File: src/rtl/signmag_decode_if.sv
// rtl/signmag_decode_if.sv - input/output stream bundle for signmag_decode
interface signmag_decode_if #(
    parameter int W = 8
);
    logic         in_valid;
    logic         in_ready;
    logic [W-1:0] in_data;
    logic         in_last;
    logic         out_valid;
    logic         out_ready;
    logic [W-1:0] out_data;
    logic         out_last;
    logic         out_sat;

    modport master (
        output in_valid, in_data, in_last, out_ready,
        input  in_ready, out_valid, out_data, out_last, out_sat
    );

    modport slave (
        input  in_valid, in_data, in_last, out_ready,
        output in_ready, out_valid, out_data, out_last, out_sat
    );
endinterface

File: src/rtl/signmag_decode.sv
// rtl/signmag_decode.sv - two's-complement to sign-magnitude stream converter with 2-entry output FIFO
// Optional saturation event counter enabled by defining SIGNMAG_SATCNT_EN.
module signmag_decode #(
    parameter int W = 8
) (
    input  logic             clk,
    input  logic             rst_n,
    signmag_decode_if.slave  bus,
    input  logic             sat_cnt_clr,
    output logic [7:0]       sat_cnt
);
    typedef struct packed {
        logic         last;
        logic         sat;
        logic [W-1:0] data;
    } entry_t;

    // The most-negative input has no sign-magnitude encoding; it clamps to -(2^(W-1)-1).
    function automatic entry_t convert(input logic [W-1:0] x, input logic last);
        entry_t       e;
        logic [W-1:0] neg;
        neg    = ~x + 1'b1;
        e.last = last;
        e.sat  = 1'b0;
        if (!x[W-1]) begin
            e.data = x;
        end else if (x[W-2:0] == '0) begin
            e.data = '1;
            e.sat  = 1'b1;
        end else begin
            e.data = {1'b1, neg[W-2:0]};
        end
        return e;
    endfunction

    entry_t     head_q, tail_q, head_n, tail_n, incoming;
    logic [1:0] count_q, count_n;
    logic       in_ready_q, out_valid_q;
    logic       push, pop;

    assign incoming = convert(bus.in_data, bus.in_last);
    assign push     = bus.in_valid && in_ready_q;
    assign pop      = out_valid_q && bus.out_ready;

    // Entries are cleared when vacated so the head reads as zero while empty.
    always_comb begin
        head_n  = head_q;
        tail_n  = tail_q;
        count_n = count_q;
        if (push && pop) begin
            head_n = incoming;
        end else if (push) begin
            if (count_q == 2'd0) head_n = incoming;
            else                 tail_n = incoming;
            count_n = count_q + 2'd1;
        end else if (pop) begin
            head_n  = tail_q;
            tail_n  = '0;
            count_n = count_q - 2'd1;
        end
    end

    always_ff @(posedge clk) begin
        if (!rst_n) begin
            head_q      <= '0;
            tail_q      <= '0;
            count_q     <= 2'd0;
            in_ready_q  <= 1'b0;
            out_valid_q <= 1'b0;
        end else begin
            head_q      <= head_n;
            tail_q      <= tail_n;
            count_q     <= count_n;
            in_ready_q  <= (count_n != 2'd2);
            out_valid_q <= (count_n != 2'd0);
        end
    end

    assign bus.in_ready  = in_ready_q;
    assign bus.out_valid = out_valid_q;
    assign bus.out_data  = head_q.data;
    assign bus.out_last  = head_q.last;
    assign bus.out_sat   = head_q.sat;

`ifdef SIGNMAG_SATCNT_EN
    logic [7:0] sat_cnt_q;

    always_ff @(posedge clk) begin
        if (!rst_n || sat_cnt_clr) begin
            sat_cnt_q <= 8'd0;
        end else if (pop && head_q.sat && sat_cnt_q != 8'hFF) begin
            sat_cnt_q <= sat_cnt_q + 8'd1;
        end
    end

    assign sat_cnt = sat_cnt_q;
`else
    logic unused_sat_cnt_clr;
    assign unused_sat_cnt_clr = sat_cnt_clr;
    assign sat_cnt            = 8'd0;
`endif
endmodule

File: src/flat_wrapper.sv
// flat-port wrapper written by rule: the top's interface ports become plain ports
module signmag_decode_flat 
#(
    parameter int W = 8
)
  (clk, rst_n, sat_cnt_clr, sat_cnt, bus_in_valid, bus_in_data, bus_in_last, bus_out_ready, bus_in_ready, bus_out_valid, bus_out_data, bus_out_last, bus_out_sat);
  signmag_decode_if #(.W(W)) bus_i ();
  input  logic clk;
  input  logic rst_n;
  input  logic sat_cnt_clr;
  output logic [7:0] sat_cnt;
  input wire logic [$bits(bus_i.in_valid)-1:0] bus_in_valid;
  input wire logic [$bits(bus_i.in_data)-1:0] bus_in_data;
  input wire logic [$bits(bus_i.in_last)-1:0] bus_in_last;
  input wire logic [$bits(bus_i.out_ready)-1:0] bus_out_ready;
  output wire logic [$bits(bus_i.in_ready)-1:0] bus_in_ready;
  output wire logic [$bits(bus_i.out_valid)-1:0] bus_out_valid;
  output wire logic [$bits(bus_i.out_data)-1:0] bus_out_data;
  output wire logic [$bits(bus_i.out_last)-1:0] bus_out_last;
  output wire logic [$bits(bus_i.out_sat)-1:0] bus_out_sat;
  assign bus_i.in_valid = bus_in_valid;
  assign bus_i.in_data = bus_in_data;
  assign bus_i.in_last = bus_in_last;
  assign bus_i.out_ready = bus_out_ready;
  assign bus_in_ready = bus_i.in_ready;
  assign bus_out_valid = bus_i.out_valid;
  assign bus_out_data = bus_i.out_data;
  assign bus_out_last = bus_i.out_last;
  assign bus_out_sat = bus_i.out_sat;
  signmag_decode #(.W(W)) u_core (.clk(clk), .rst_n(rst_n), .bus(bus_i), .sat_cnt_clr(sat_cnt_clr), .sat_cnt(sat_cnt));
endmodule
File: config.mk
export PLATFORM = sky130hd
export DESIGN_NAME = signmag_decode_flat
export DESIGN_NICKNAME = d
export VERILOG_FILES = /design/src/rtl/signmag_decode_if.sv /design/src/rtl/signmag_decode.sv /design/src/flat_wrapper.sv
export SDC_FILE = /design/constraint.sdc
export NUM_CORES = 1
export LEC_CHECK = 0
export BUFFER_PORTS_ARGS = -buffer_cell sky130_fd_sc_hd__buf_2
export CAP_MARGIN = 20
export CORE_ASPECT_RATIO = 1.1
export CORE_MARGIN = 3
export CORE_UTILIZATION = 50
export DETAILED_ROUTE_END_ITERATION = 7
export PLACE_DENSITY = 0.8
export SLEW_MARGIN = 5
export SYNTH_ARGS = -nofsm -noshare
export SYNTH_HDL_FRONTEND = slang
export SYNTH_SLANG_ARGS = --single-unit
File: constraint.sdc
create_clock -name clk -period 2.1 [get_ports clk]
set_input_delay 0.525 -clock clk [delete_from_list [all_inputs] [get_ports clk]]
set_output_delay 0.525 -clock clk [all_outputs]
set_load 0.05 [all_outputs]
=== Word-level counts from Yosys, hierarchy flattened ===
Index checks and enable logic that the tools add are counted.

* Register bits: 24
* Input port bits: 14
* Output and inout port bits: 20
* Logic and storage cells: 41

* Add/subtract/negate cells: 3
* Equality and inequality tests: 3
* Mux-type cells: 14
* Bitwise operators: 2
* Reduce and logical (&&, ||, !) cells: 10

{| class="wikitable"
|+ Operators with widths
! cell !! number
|-
| 10-bit 2-to-1 mux || 7
|-
| 8-bit 2-to-1 mux || 1
|-
| 7-bit by 1-bit adder with 7-bit output (second input constant) || 1
|-
| 7-bit zero test || 1
|-
| 7-bit 2-to-1 mux || 1
|-
| 7-bit NOT || 1
|-
| 2-bit 2-to-1 mux || 3
|-
| 2-bit != test (second input constant) || 2
|-
| 2-bit nonzero test || 2
|-
| 1-bit logical AND || 3
|-
| 3-bit != test (second input constant) || 1
|-
| 3-bit AND reduction || 1
|-
| 3-bit nonzero test || 1
|-
| 2-bit by 1-bit adder with 2-bit output (second input constant) || 1
|-
| 2-bit zero test || 1
|-
| 1-bit 2-to-1 mux || 2
|-
| 2-bit AND reduction || 1
|-
| 2-bit by 1-bit subtractor with 2-bit output (second input constant) || 1
|-
| 1-bit NOT || 1
|}

=== Logic depth before layout (Yosys ltp) ===
Gate-level depths: netlist of run 1.

* Depth after elaboration: 7
* Gate-level depth with buffers: 7
* Mapped depth without buffers: 6

=== Worst setup path after synthesis of run 1 ===
OpenSTA, ideal clock, no wires.

* Path kind: reg2reg
* Start point: register u_core.in_ready_q (netlist: u_core.bus.in_ready)
* End point: register u_core.head_q, in the netlist u_core.bus.out_data[7]
* Arrival time: 1.845 ns
* Data required time: 1.984 ns
* Path slack: 0.139 ns
* Stages on the path, launching flop included: 8
* Buffers on the path: 1
* Period minus slack after synthesis: 1.961 ns
* Cell sequence: dfxtp_1 -> and2_0 -> ha_1 -> nor2_1 -> a21oi_1 -> clkbuf_1 -> nand3_1 -> o211a_1

* Longest elaborated chain between the ends: 4
* Elaborated cells between the ends (all ways): 7

{| class="wikitable"
|+ Ends and longest elaborated chain
! what !! line !! RTL
|-
| start: declaration || signmag_decode.sv:38 || <nowiki>logic in_ready_q, out_valid_q;</nowiki>
|-
| start signal: assignment || signmag_decode.sv:74 || <nowiki>in_ready_q <= (count_n != 2'd2);</nowiki>
|-
| 1-bit logical AND * || signmag_decode.sv:42 || <nowiki>assign push = bus.in_valid && in_ready_q;</nowiki>
|-
| 1-bit logical AND || signmag_decode.sv:50 || <nowiki>if (push && pop) begin</nowiki>
|-
| 3-bit != test (no source line) or 3-bit nonzero test (tied branches) || n/a ||
|-
| 2-bit AND reduction (no source line) || n/a ||
|-
| end signal: assignment || signmag_decode.sv:71 || <nowiki>head_q <= head_n;</nowiki>
|-
| end: declaration || signmag_decode.sv:36 || <nowiki>entry_t head_q, tail_q, head_n, tail_n, incoming;</nowiki>
|}

Mark *: on every way between the ends. The rest lies on a longest branch, timed or not.
A chain may end at the register's enable or synchronous reset.

=== Worst setup path after layout of run 1 ===
* Start point: register u_core.in_ready_q (netlist: u_core.bus.in_ready)
* End point: register u_core.head_q, in the netlist u_core.bus.out_data[0]

The elaborated chain is that of the path after synthesis.

==> results of run 1 <==
==> flip-flops by register name, indices dropped and copies added, names as in the netlist <==
signal / flops
u_core.bus.in_ready: 1
u_core.bus.out_valid: 1
u_core.count_q: 2
u_core.bus.out_sat: 1
u_core.tail_q: 10
u_core.bus.out_data: 8
u_core.bus.out_last: 1
==> logic make-up (layout without fill, tap and decap cells) <==
family / Yosys count / after routing
xor+xnor: 2 / 2
other cells: 1 / 8
simple gates: 61 / 61
mux: 1 / 1
fa+ha+maj: 3 / 3
compound gates: 47 / 47
buf+inv: 20 / 37
flops: 24 / 24
==> cell usage after synthesis (2+ instances only) <==
cell       n
inv_1      4
o21ai_0   12
nand3_1   10
nand2_1   17
a22oi_1    5
o211ai_1   3
dfxtp_1   24
o311ai_0   3
a21oi_1    4
a31oi_1    6
nor2_1     7
o21a_1     2
buf_4      8
o311a_1    2
nor2b_1    5
ha_1       3
a21o_1     2
a211oi_1   2
or4_1      2
clkbuf_1   8
and2_1     3
xnor2_1    2
o211a_1    2
nor3b_1    2
==> path summary, 6_finish.rpt <==
kind,to,start,slack [ps],cells after the start
worst min register to register,u_core.bus.out_data[0],u_core.bus.out_data[0],480,2
worst max-delay path,u_core.bus.out_data[0],u_core.bus.in_ready,290,7
worst min-delay path,u_core.tail_q[9],bus_in_last,460,3
worst max register to register,u_core.bus.out_data[0],u_core.bus.in_ready,290,7
==> report_power, final <==
group	internal (mW)	total [mW]	switching, mW
Clock	0.193	0.341	0.148
Combinational	0.179	0.588	0.409
Sequential	0.520	0.559	0.0393
Total	0.893	1.49	0.596
==> cell type report <==
class / instances / area share, %
multi-input cells: 122 / 50.21
flip-flops and latches: 24 / 32.19
repair buffers: 29 / 10.56
well taps: 30 / 2.515
clock inverters: 1 / 2.012
clock buffers: 3 / 1.509
inverters: 4 / 1.006
==> cell usage in the layout (no fill, tap or decap), types with 4 or more instances in the layout <==
master   netlist  final
a21oi_1        4      4
a22oi_1        5      5
a31oi_1        6      6
buf_2          0     24
buf_4          8      5
conb_1         1      8
dfxtp_1       24     24
inv_1          4      4
nand2_1       17     17
nand3_1       10     10
nor2_1         7      7
nor2b_1        5      5
o21ai_0       12     12
==> metrics by stage <==
stage	utilization [%]	std cells	setup WS, ps
2_1_floorplan	-	166	138.7
3_3_place_gp	60.90	209	54.91
3_5_place_dp	60.90	209	-58.39
4_1_cts	63.12	213	281.5
5_1_grt	63.12	213	134.9
6_report	63.12	213	292.0
==> per-layer routing <==
layer,track usage [%],part of all wire (%)
met1,25.31,43
met2,31.59,49
met3,1.746,6.8
met4,8.541,1.8
met5,0,0
==> critical path: cells and delay by family, from the launching register on <==
| kind | cells | cell delay (ps) |
|---|---|---|
| AOI/OAI and AO/OA | 3 | 510 |
| DFF | 1 | 430 |
| and+or+nand+nor | 2 | 330 |
| adders and majority gates | 1 | 250 |
| buffers and inverters | 1 | 250 |
==> results.sh, run 1 <==
export IMPL_syn_avg_cell_area_um2=8.231
export IMPL_fin_nets=201
export IMPL_slew_viol_final=0
export IMPL_grt_pass1_vias=1082
export IMPL_dieArea_um2=3268
export IMPL_syn_area_um2=1309
export IMPL_cts_resized=0
export IMPL_synth_largest_area_cell="dfxtp_1"
export IMPL_synth_simple_gate_area_share_pct=25.72
export IMPL_clock_sinks=24
export IMPL_finalClockSkew_ps=10.15
export IMPL_cts_hold_buffers=0
export IMPL_io_pins=34
export IMPL_synth_edff_count=0
export IMPL_crit_required_ps=2370
export IMPL_synth_top_family_by_area="simple AND/OR/NAND/NOR gates"
export IMPL_ys_seq_area_share_pct=36.71
export IMPL_seqCellArea_um2=480.5
export IMPL_crit_path_cell_trace="and2_0 -> ha_1 -> nor2_1 -> a21oi_1 -> buf_4 -> o211ai_1 -> o22ai_1"
export IMPL_grt_pass1_wl_mm=4.685
export IMPL_final_setup_tns_ps=0
export IMPL_root_buffer="clkbuf_4"
export IMPL_post_cts_buffers=0
export IMPL_maxCapViolCount=0
export IMPL_gp_congestion=0.7758
export IMPL_wirelength_mm=2.912
export IMPL_synthAdderAreaFrac_pct=2.868
export IMPL_synth_top_flop_cell="dfxtp_1"
export IMPL_numCtsBuffers=3
export IMPL_status="finished clean"
export IMPL_die_x_um=54.78
export IMPL_rows=18
export IMPL_initial_core_util_pct=55.34
export IMPL_first_pass_iters=4
export IMPL_clk_pin_slew_ps=140
export IMPL_worst_skew_pair_late_latency_ps=330
export IMPL_grtUsageTotal_pct=19.32
export IMPL_setup_viol=0
export IMPL_finalCritPeriodShare_pct=86.10
export IMPL_synth_mux_area_share_pct=0.7648
export IMPL_syn_inst=159
export IMPL_multi_input_area_um2=749.5
export IMPL_slew_headroom_pct=64.36
export IMPL_placed_cell_area_um2=1440
export IMPL_ant_nets=0
export IMPL_nFillCells=221
export IMPL_cts_max_level=1
export IMPL_dp_hpwl_mm=2.138
export IMPL_yosys_warnings=0
export IMPL_power_density_nw_per_um2=996.9
export IMPL_ys_ff_latch=24
export IMPL_diodes=0
export IMPL_synth_top_area_share_pct=36.71
export IMPL_viasPerCell=5.756
export IMPL_antenna_found_initial=0
export IMPL_startpoint_type="register"
export IMPL_route_detailed_drc=0
export IMPL_fp_coreArea_um2=2365
export IMPL_synth_distinct_cells=45
export IMPL_die_height_um=59.66
export IMPL_drt_iter0_drc=43
export IMPL_hold_viol_final=0
export IMPL_layout_drive_gt1_share_pct=21.31
export IMPL_worst_pin_slew_ps=527.1
export IMPL_worst_hold_slack_ps=464.2
export IMPL_slowest_delay_ps=430
export IMPL_dr_total_vias=1226
export IMPL_grt_start_max_net_pins=27
export IMPL_rsz0062_at_grt="false"
export IMPL_path_max_fanout=16
export IMPL_area_growth_synth_to_final_pct=14.05
export IMPL_fmax_mhz=553.1
export IMPL_cp_end_kind="register"
export IMPL_total_power_mw=1.488
export IMPL_final_area_um2=1493
export IMPL_grt_overflow=0
export IMPL_synthXorXnorAreaFrac_pct=1.338
export IMPL_path_class="reg -> reg"
export IMPL_io_buffers=24
export IMPL_ir_worst_vdd_mv=0.5512
export IMPL_power_leakage_nw=0.6363
export IMPL_critPathSlowestCell="dfxtp_1"
export IMPL_cts_tree="done"
export IMPL_avgRoutedWirePerCell_um=13.67
export IMPL_synthTopCellsByArea="dfxtp_1 37%, nand2_1 4.9%, o21ai_0 4.6%"
export IMPL_clock_path_buffers=2
export IMPL_fin_crit_ps=1808
export IMPL_hp_class="in -> reg"
export IMPL_synth_async_reset_ratio_pct=0
export IMPL_synth_compound_area_share_pct=24.28
export IMPL_arrival_ps=2080
(Power assumes the default switching activity.)
==> inputs of run 2 (changes only) <==
--- a/config.mk
+++ b/config.mk
@@ -11,7 +11,7 @@
 export CORE_MARGIN = 3
 export CORE_UTILIZATION = 50
 export DETAILED_ROUTE_END_ITERATION = 7
-export PLACE_DENSITY = 0.8
+export PLACE_DENSITY = 0.78
 export SLEW_MARGIN = 5
 export SYNTH_ARGS = -nofsm -noshare
 export SYNTH_HDL_FRONTEND = slang
==> constraint.sdc (replaced) <==
create_clock -name clk -period 2.1 [get_ports clk]
set_input_delay 0.315 -clock clk [delete_from_list [all_inputs] [get_ports clk]]
set_output_delay 0.315 -clock clk [all_outputs]
set_load 0.05 [all_outputs]
==> run 2 against run 1 <==
  * Via count up 1.7%
  * Global-route usage increased by 0.70 points
  * Cell area decreased by 1.0%
==> results.sh, run 2 (synthesized netlist as in run 1, its figures left out) <==
export IMPL_ir_worst_vdd_mv=0.5960
export IMPL_crit_path_cell_trace="and2_0 -> ha_1 -> nor2_1 -> a21oi_1 -> buf_4 -> o21ai_0 -> a21oi_1"
export IMPL_grt_pass1_vias=1132
export IMPL_status="finished clean"
export IMPL_final_setup_tns_ps=0
export IMPL_io_pins=34
export IMPL_dp_hpwl_mm=2.190
export IMPL_cp_endpoint="u_core.bus.out_data[3]"
export IMPL_critPathSlowestCell="dfxtp_1"
export IMPL_fmax_mhz=557.2
export IMPL_cts_tree="done"
export IMPL_critPathTopFamily="compound AO/OA/AOI/OAI gates"
export IMPL_fin_crit_ps=1795
export IMPL_crit_top_cell="a21oi_1"
export IMPL_grt_overflow=0
export IMPL_viasPerCell=5.910
export IMPL_worst_hold_slack_ps=260.2
export IMPL_startpoint_type="register"
export IMPL_gp_congestion=0.8620
export IMPL_fin_nets=199
export IMPL_cp_end_kind="register"
export IMPL_grt_start_max_net_pins=27
export IMPL_die_x_um=54.78
export IMPL_path_depth=7
export IMPL_path_buf_inv=1
export IMPL_reg2reg_depth=7
export IMPL_hold_viol_final=0
export IMPL_fp_coreArea_um2=2365
export IMPL_dr_total_vias=1247
export IMPL_diodes=0
export IMPL_layout_drive_gt1_share_pct=20.44
export IMPL_first_pass_iters=4
export IMPL_rsz0062_at_grt="false"
export IMPL_largest_register="u_core.tail_q"
export IMPL_io_buffers=24
export IMPL_arrival_ps=2040
export IMPL_reg2reg_from="u_core.bus.in_ready"
export IMPL_cts_max_level=1
export IMPL_finalClockSkew_ps=14.03
export IMPL_finalCritPeriodShare_pct=85.46
export IMPL_crit_required_ps=2340
export IMPL_cts_resized=0
export IMPL_clock_path_buffers=2
export IMPL_path_max_fanout=20
export IMPL_ant_nets=0
export IMPL_largest_register_ffs=10
export IMPL_post_cts_buffers=0
export IMPL_area_growth_synth_to_final_pct=12.91
export IMPL_maxCapViolCount=0
export IMPL_root_buffer="clkbuf_4"
export IMPL_antenna_found_initial=0
export IMPL_setup_viol=0
export IMPL_grtUsageTotal_pct=20.02
export IMPL_hp_class="in -> reg"
export IMPL_avgRoutedWirePerCell_um=13.90
export IMPL_r2r_end="u_core.bus.out_data[3]"
export IMPL_grt_pass1_wl_mm=4.899
export IMPL_clk_pin_slew_ps=140
export IMPL_wirelength_mm=2.932
export IMPL_power_leakage_nw=0.6264
export IMPL_slowest_delay_ps=420
export IMPL_cts_hold_buffers=0
export IMPL_power_density_nw_per_um2=995.3
export IMPL_worst_skew_pair_late_latency_ps=320
export IMPL_path_class="reg -> reg"
export IMPL_reg2reg_slack_ps=310
export IMPL_numCtsBuffers=3
export IMPL_final_cell_mix="24 x buf_2, 24 x dfxtp_1, 17 x nand2_1"
export IMPL_crit_start="u_core.bus.in_ready"
export IMPL_dieArea_um2=3268
export IMPL_clock_sinks=24
export IMPL_die_height_um=59.66
export IMPL_rows=18
export IMPL_initial_core_util_pct=55.34
export IMPL_slew_viol_final=0
export IMPL_route_detailed_drc=0
export IMPL_drt_iter0_drc=21
[run 2: cell count changes in the layout (fill, tap and decap cells not counted)]
cell / delta
buf_4: -2
[run 2: worst min path at each step]
stage / start / to / slack [ps] / cells past startpoint
2_1_floorplan: u_core.tail_q[6] / u_core.tail_q[6] / 440 / 2
3_3_place_gp: u_core.tail_q[6] / u_core.tail_q[6] / 450 / 2
3_5_place_dp: u_core.tail_q[6] / u_core.tail_q[6] / 460 / 2
4_1_cts: bus_in_last / u_core.tail_q[9] / 260 / 3
5_1_grt: bus_in_last / u_core.tail_q[9] / 260 / 3
6_report: bus_in_last / u_core.tail_q[9] / 260 / 3
[run 2: routing by layer]
metal	up-vias	track usage, %	routed length [um]
met5	-	0	0
met1	588	25.27	1238
met4	0	7.829	47
met2	40	34.29	1480
li1	614	-	-
met3	5	1.746	166
[run 2: layout make-up]
type / instances / area, um^2
clock buffers: 3 / 22.52
well taps: 30 / 37.54
flip-flops and latches: 24 / 480.5
fillers: 219 / 887.1
repair buffers: 27 / 142.6
multi-input cells: 122 / 749.5
clock inverters: 1 / 30.03
inverters: 4 / 15.01
[run 2: through the flow]
stage                     setup WS [ps]  cells  util [%]  cell area, um^2  power [mW]
after floorplan                   138.7    166         -             1335       1.015
after global routing              87.24    211     62.49             1478       1.562
after global placement            237.1    207     60.26             1425       1.126
final                             305.3    211     62.49             1478       1.471
after CTS                         304.5    211     62.49             1478       1.479
after detailed placement          181.8    207     60.26             1425       1.148
[run 2: power by group]
part           internal, mW  total, mW  switching, mW
logic                 0.169      0.581          0.412
clock network         0.193      0.332          0.139
registers             0.520      0.558         0.0377
total                 0.882       1.47          0.589
[run 2: worst reg2reg max path, stage by stage (launching register included)]
cell and delay [ps]:
dfxtp_1 420, and2_0 270, ha_1 260, nor2_1 60, a21oi_1 170, buf_4 260, o21ai_0 120, a21oi_1 160
==> inputs of run 3 (changes only) <==
--- a/config.mk
+++ b/config.mk
@@ -11,7 +11,7 @@
 export CORE_MARGIN = 3
 export CORE_UTILIZATION = 50
 export DETAILED_ROUTE_END_ITERATION = 7
-export PLACE_DENSITY = 0.78
+export PLACE_DENSITY_LB_ADDON = 0.05
 export SLEW_MARGIN = 5
 export SYNTH_ARGS = -nofsm -noshare
 export SYNTH_HDL_FRONTEND = slang
==> run 3 against run 2 <==
  * Core utilization shrank 0.69 points
  * Critical endpoint is now u_core.bus.out_data[6]
  * Flip-flop and latch count is the same
  * Critical path depth is the same
  * Clock skew shrank 5.0 ps
  * Worst hold slack gained 23 ps
==> results.sh, run 3 (synthesized netlist as in run 1, its figures left out) <==
export IMPL_clk_pin_slew_ps=130
export IMPL_worst_pin_slew_ps=507.9
export IMPL_rows=18
export IMPL_path_buf_inv=1
export IMPL_grt_busiest_layer="met2"
export IMPL_path_max_fanout=20
export IMPL_clock_sinks=24
export IMPL_startpoint_type="register"
export IMPL_cts_hold_buffers=0
export IMPL_diodes=0
export IMPL_r2r_end="u_core.bus.out_data[6]"
export IMPL_io_buffers=24
export IMPL_reg2reg_from="u_core.bus.in_ready"
export IMPL_slew_viol_final=0
export IMPL_numCtsBuffers=3
export IMPL_post_place_ws_ps=186.9
export IMPL_dr_total_vias=1195
export IMPL_min_to="u_core.tail_q[9]"
export IMPL_whs_path_depth=3
export IMPL_power_leakage_nw=0.6195
export IMPL_area_growth_synth_to_final_pct=11.66
export IMPL_fin_crit_ps=1758
export IMPL_finalClockSkew_ps=9.049
export IMPL_fp_coreArea_um2=2365
export IMPL_grt_pass1_wl_mm=4.871
export IMPL_power_density_nw_per_um2=937.7
export IMPL_largest_register="u_core.tail_q"
export IMPL_grt_start_max_net_pins=27
export IMPL_root_buffer="clkbuf_4"
export IMPL_largest_register_ffs=10
export IMPL_cp_end_kind="register"
export IMPL_crit_required_ps=2330
export IMPL_hold_start="bus_in_last"
export IMPL_placed_cell_area_um2=1425
export IMPL_die_height_um=59.66
export IMPL_arrival_ps=1990
export IMPL_io_pins=34
export IMPL_dieArea_um2=3268
export IMPL_hp_class="in -> reg"
export IMPL_slowest_delay_ps=430
export IMPL_die_x_um=54.78
export IMPL_maxCapViolCount=0
export IMPL_crit_path_cell_trace="and2_0 -> ha_1 -> nor2_1 -> a21oi_1 -> buf_4 -> o21ai_0 -> a31oi_1"
export IMPL_slew_headroom_pct=65.66
export IMPL_cts_resized=0
export IMPL_hold_viol_final=0
export IMPL_wirelength_mm=2.826
export IMPL_status="finished clean"
export IMPL_grt_pass1_vias=1102
export IMPL_antenna_found_initial=0
export IMPL_gp_congestion=0.7693
export IMPL_final_cell_mix="24 x buf_2, 24 x dfxtp_1, 17 x nand2_1"
export IMPL_avgRoutedWirePerCell_um=13.39
export IMPL_route_detailed_drc=0
export IMPL_ant_nets=0
export IMPL_final_area_um2=1461
export IMPL_critPathSlowestCell="dfxtp_1"
export IMPL_drt_iter0_drc=33
export IMPL_grtUsageTotal_pct=19.59
export IMPL_cts_tree="done"
export IMPL_worst_slack_ps=341.8
export IMPL_grt_overflow=0
export IMPL_final_setup_tns_ps=0
export IMPL_clock_path_buffers=2
export IMPL_path_class="reg -> reg"
export IMPL_nFillCells=230
export IMPL_rsz0062_at_grt="false"
export IMPL_first_pass_iters=4
export IMPL_initial_core_util_pct=55.34
export IMPL_layout_drive_gt1_share_pct=20.44
export IMPL_viasPerCell=5.664
export IMPL_fin_nets=199
export IMPL_met1_usage_pct=28.19
export IMPL_dp_hpwl_mm=2.121
export IMPL_finalCritPeriodShare_pct=83.72
export IMPL_worst_skew_pair_late_latency_ps=300
export IMPL_post_cts_buffers=0
export IMPL_fmax_mhz=568.8
export IMPL_use_met2_pct=31.08
export IMPL_reg2reg_depth=7
export IMPL_setup_viol=0
export IMPL_ir_worst_vdd_mv=0.5695
export IMPL_cts_max_level=1
export IMPL_critPathTopFamily="flip-flops"
export IMPL_reg2reg_slack_ps=340
export IMPL_met3_usage_pct=2.244
-- run 3: cell count changes in the layout (fill, tap and decap cells not counted) --
cell	change
clkbuf_8	+1
bufinv_16	-1
-- run 3: worst min-delay path, cell delays in order --
cell and delay, ps:
buf_2 90, a22oi_1 60, nor2b_1 90
-- run 3: area by class of cell --
class	count	area, um^2	area share [%]
multi-input cells	122	749.5	51.28
well taps	30	37.54	2.568
inverters	4	15.01	1.027
flip-flops and latches	24	480.5	32.88
repair buffers	27	142.6	9.760
clock buffers	4	36.28	2.483
-- run 3: worst max-delay path by stage --
| stage | start | cells past startpoint | endpoint |
|---|---|---|---|
| 3_5_place_dp | bus_in_data[0] | 7 | u_core.bus.out_data[4] |
| 2_1_floorplan | u_core.bus.in_ready | 7 | u_core.bus.out_data[7] |
| 6_report | u_core.bus.in_ready | 7 | u_core.bus.out_data[6] |
| 5_1_grt | u_core.bus.in_ready | 7 | u_core.bus.out_data[0] |
| 3_3_place_gp | bus_in_data[0] | 7 | u_core.bus.out_data[4] |
| 4_1_cts | u_core.bus.in_ready | 7 | u_core.bus.out_data[6] |
-- run 3: power breakdown --
part           switching, mW  leakage [nW]  total [mW]  internal, mW
sequential            0.0383         0.196       0.558         0.520
combinational          0.408         0.402       0.578         0.169
clock                  0.129        0.0210       0.235         0.106
-- run 3: per-stage QoR --
| stage | power, mW | utilization [%] | instances | hold slack (ps) |
|---|---|---|---|---|
| after floorplan | 1.015 | - | 166 | 439.7 |
| after global placement | 1.129 | 60.26 | 207 | 456.5 |
| after detailed placement | 1.150 | 60.26 | 207 | 457.5 |
| after CTS | 1.385 | 61.80 | 211 | 273.8 |
| after global routing | 1.464 | 61.80 | 211 | 337.3 |
| final | 1.370 | 61.80 | 211 | 282.7 |
-- run 3: routing by layer --
layer / part of all wire (%) / wire (um)
met1: 48 / 1343
met2: 47 / 1315
met5: 0 / 0
met3: 4.7 / 133
met4: 1.2 / 34
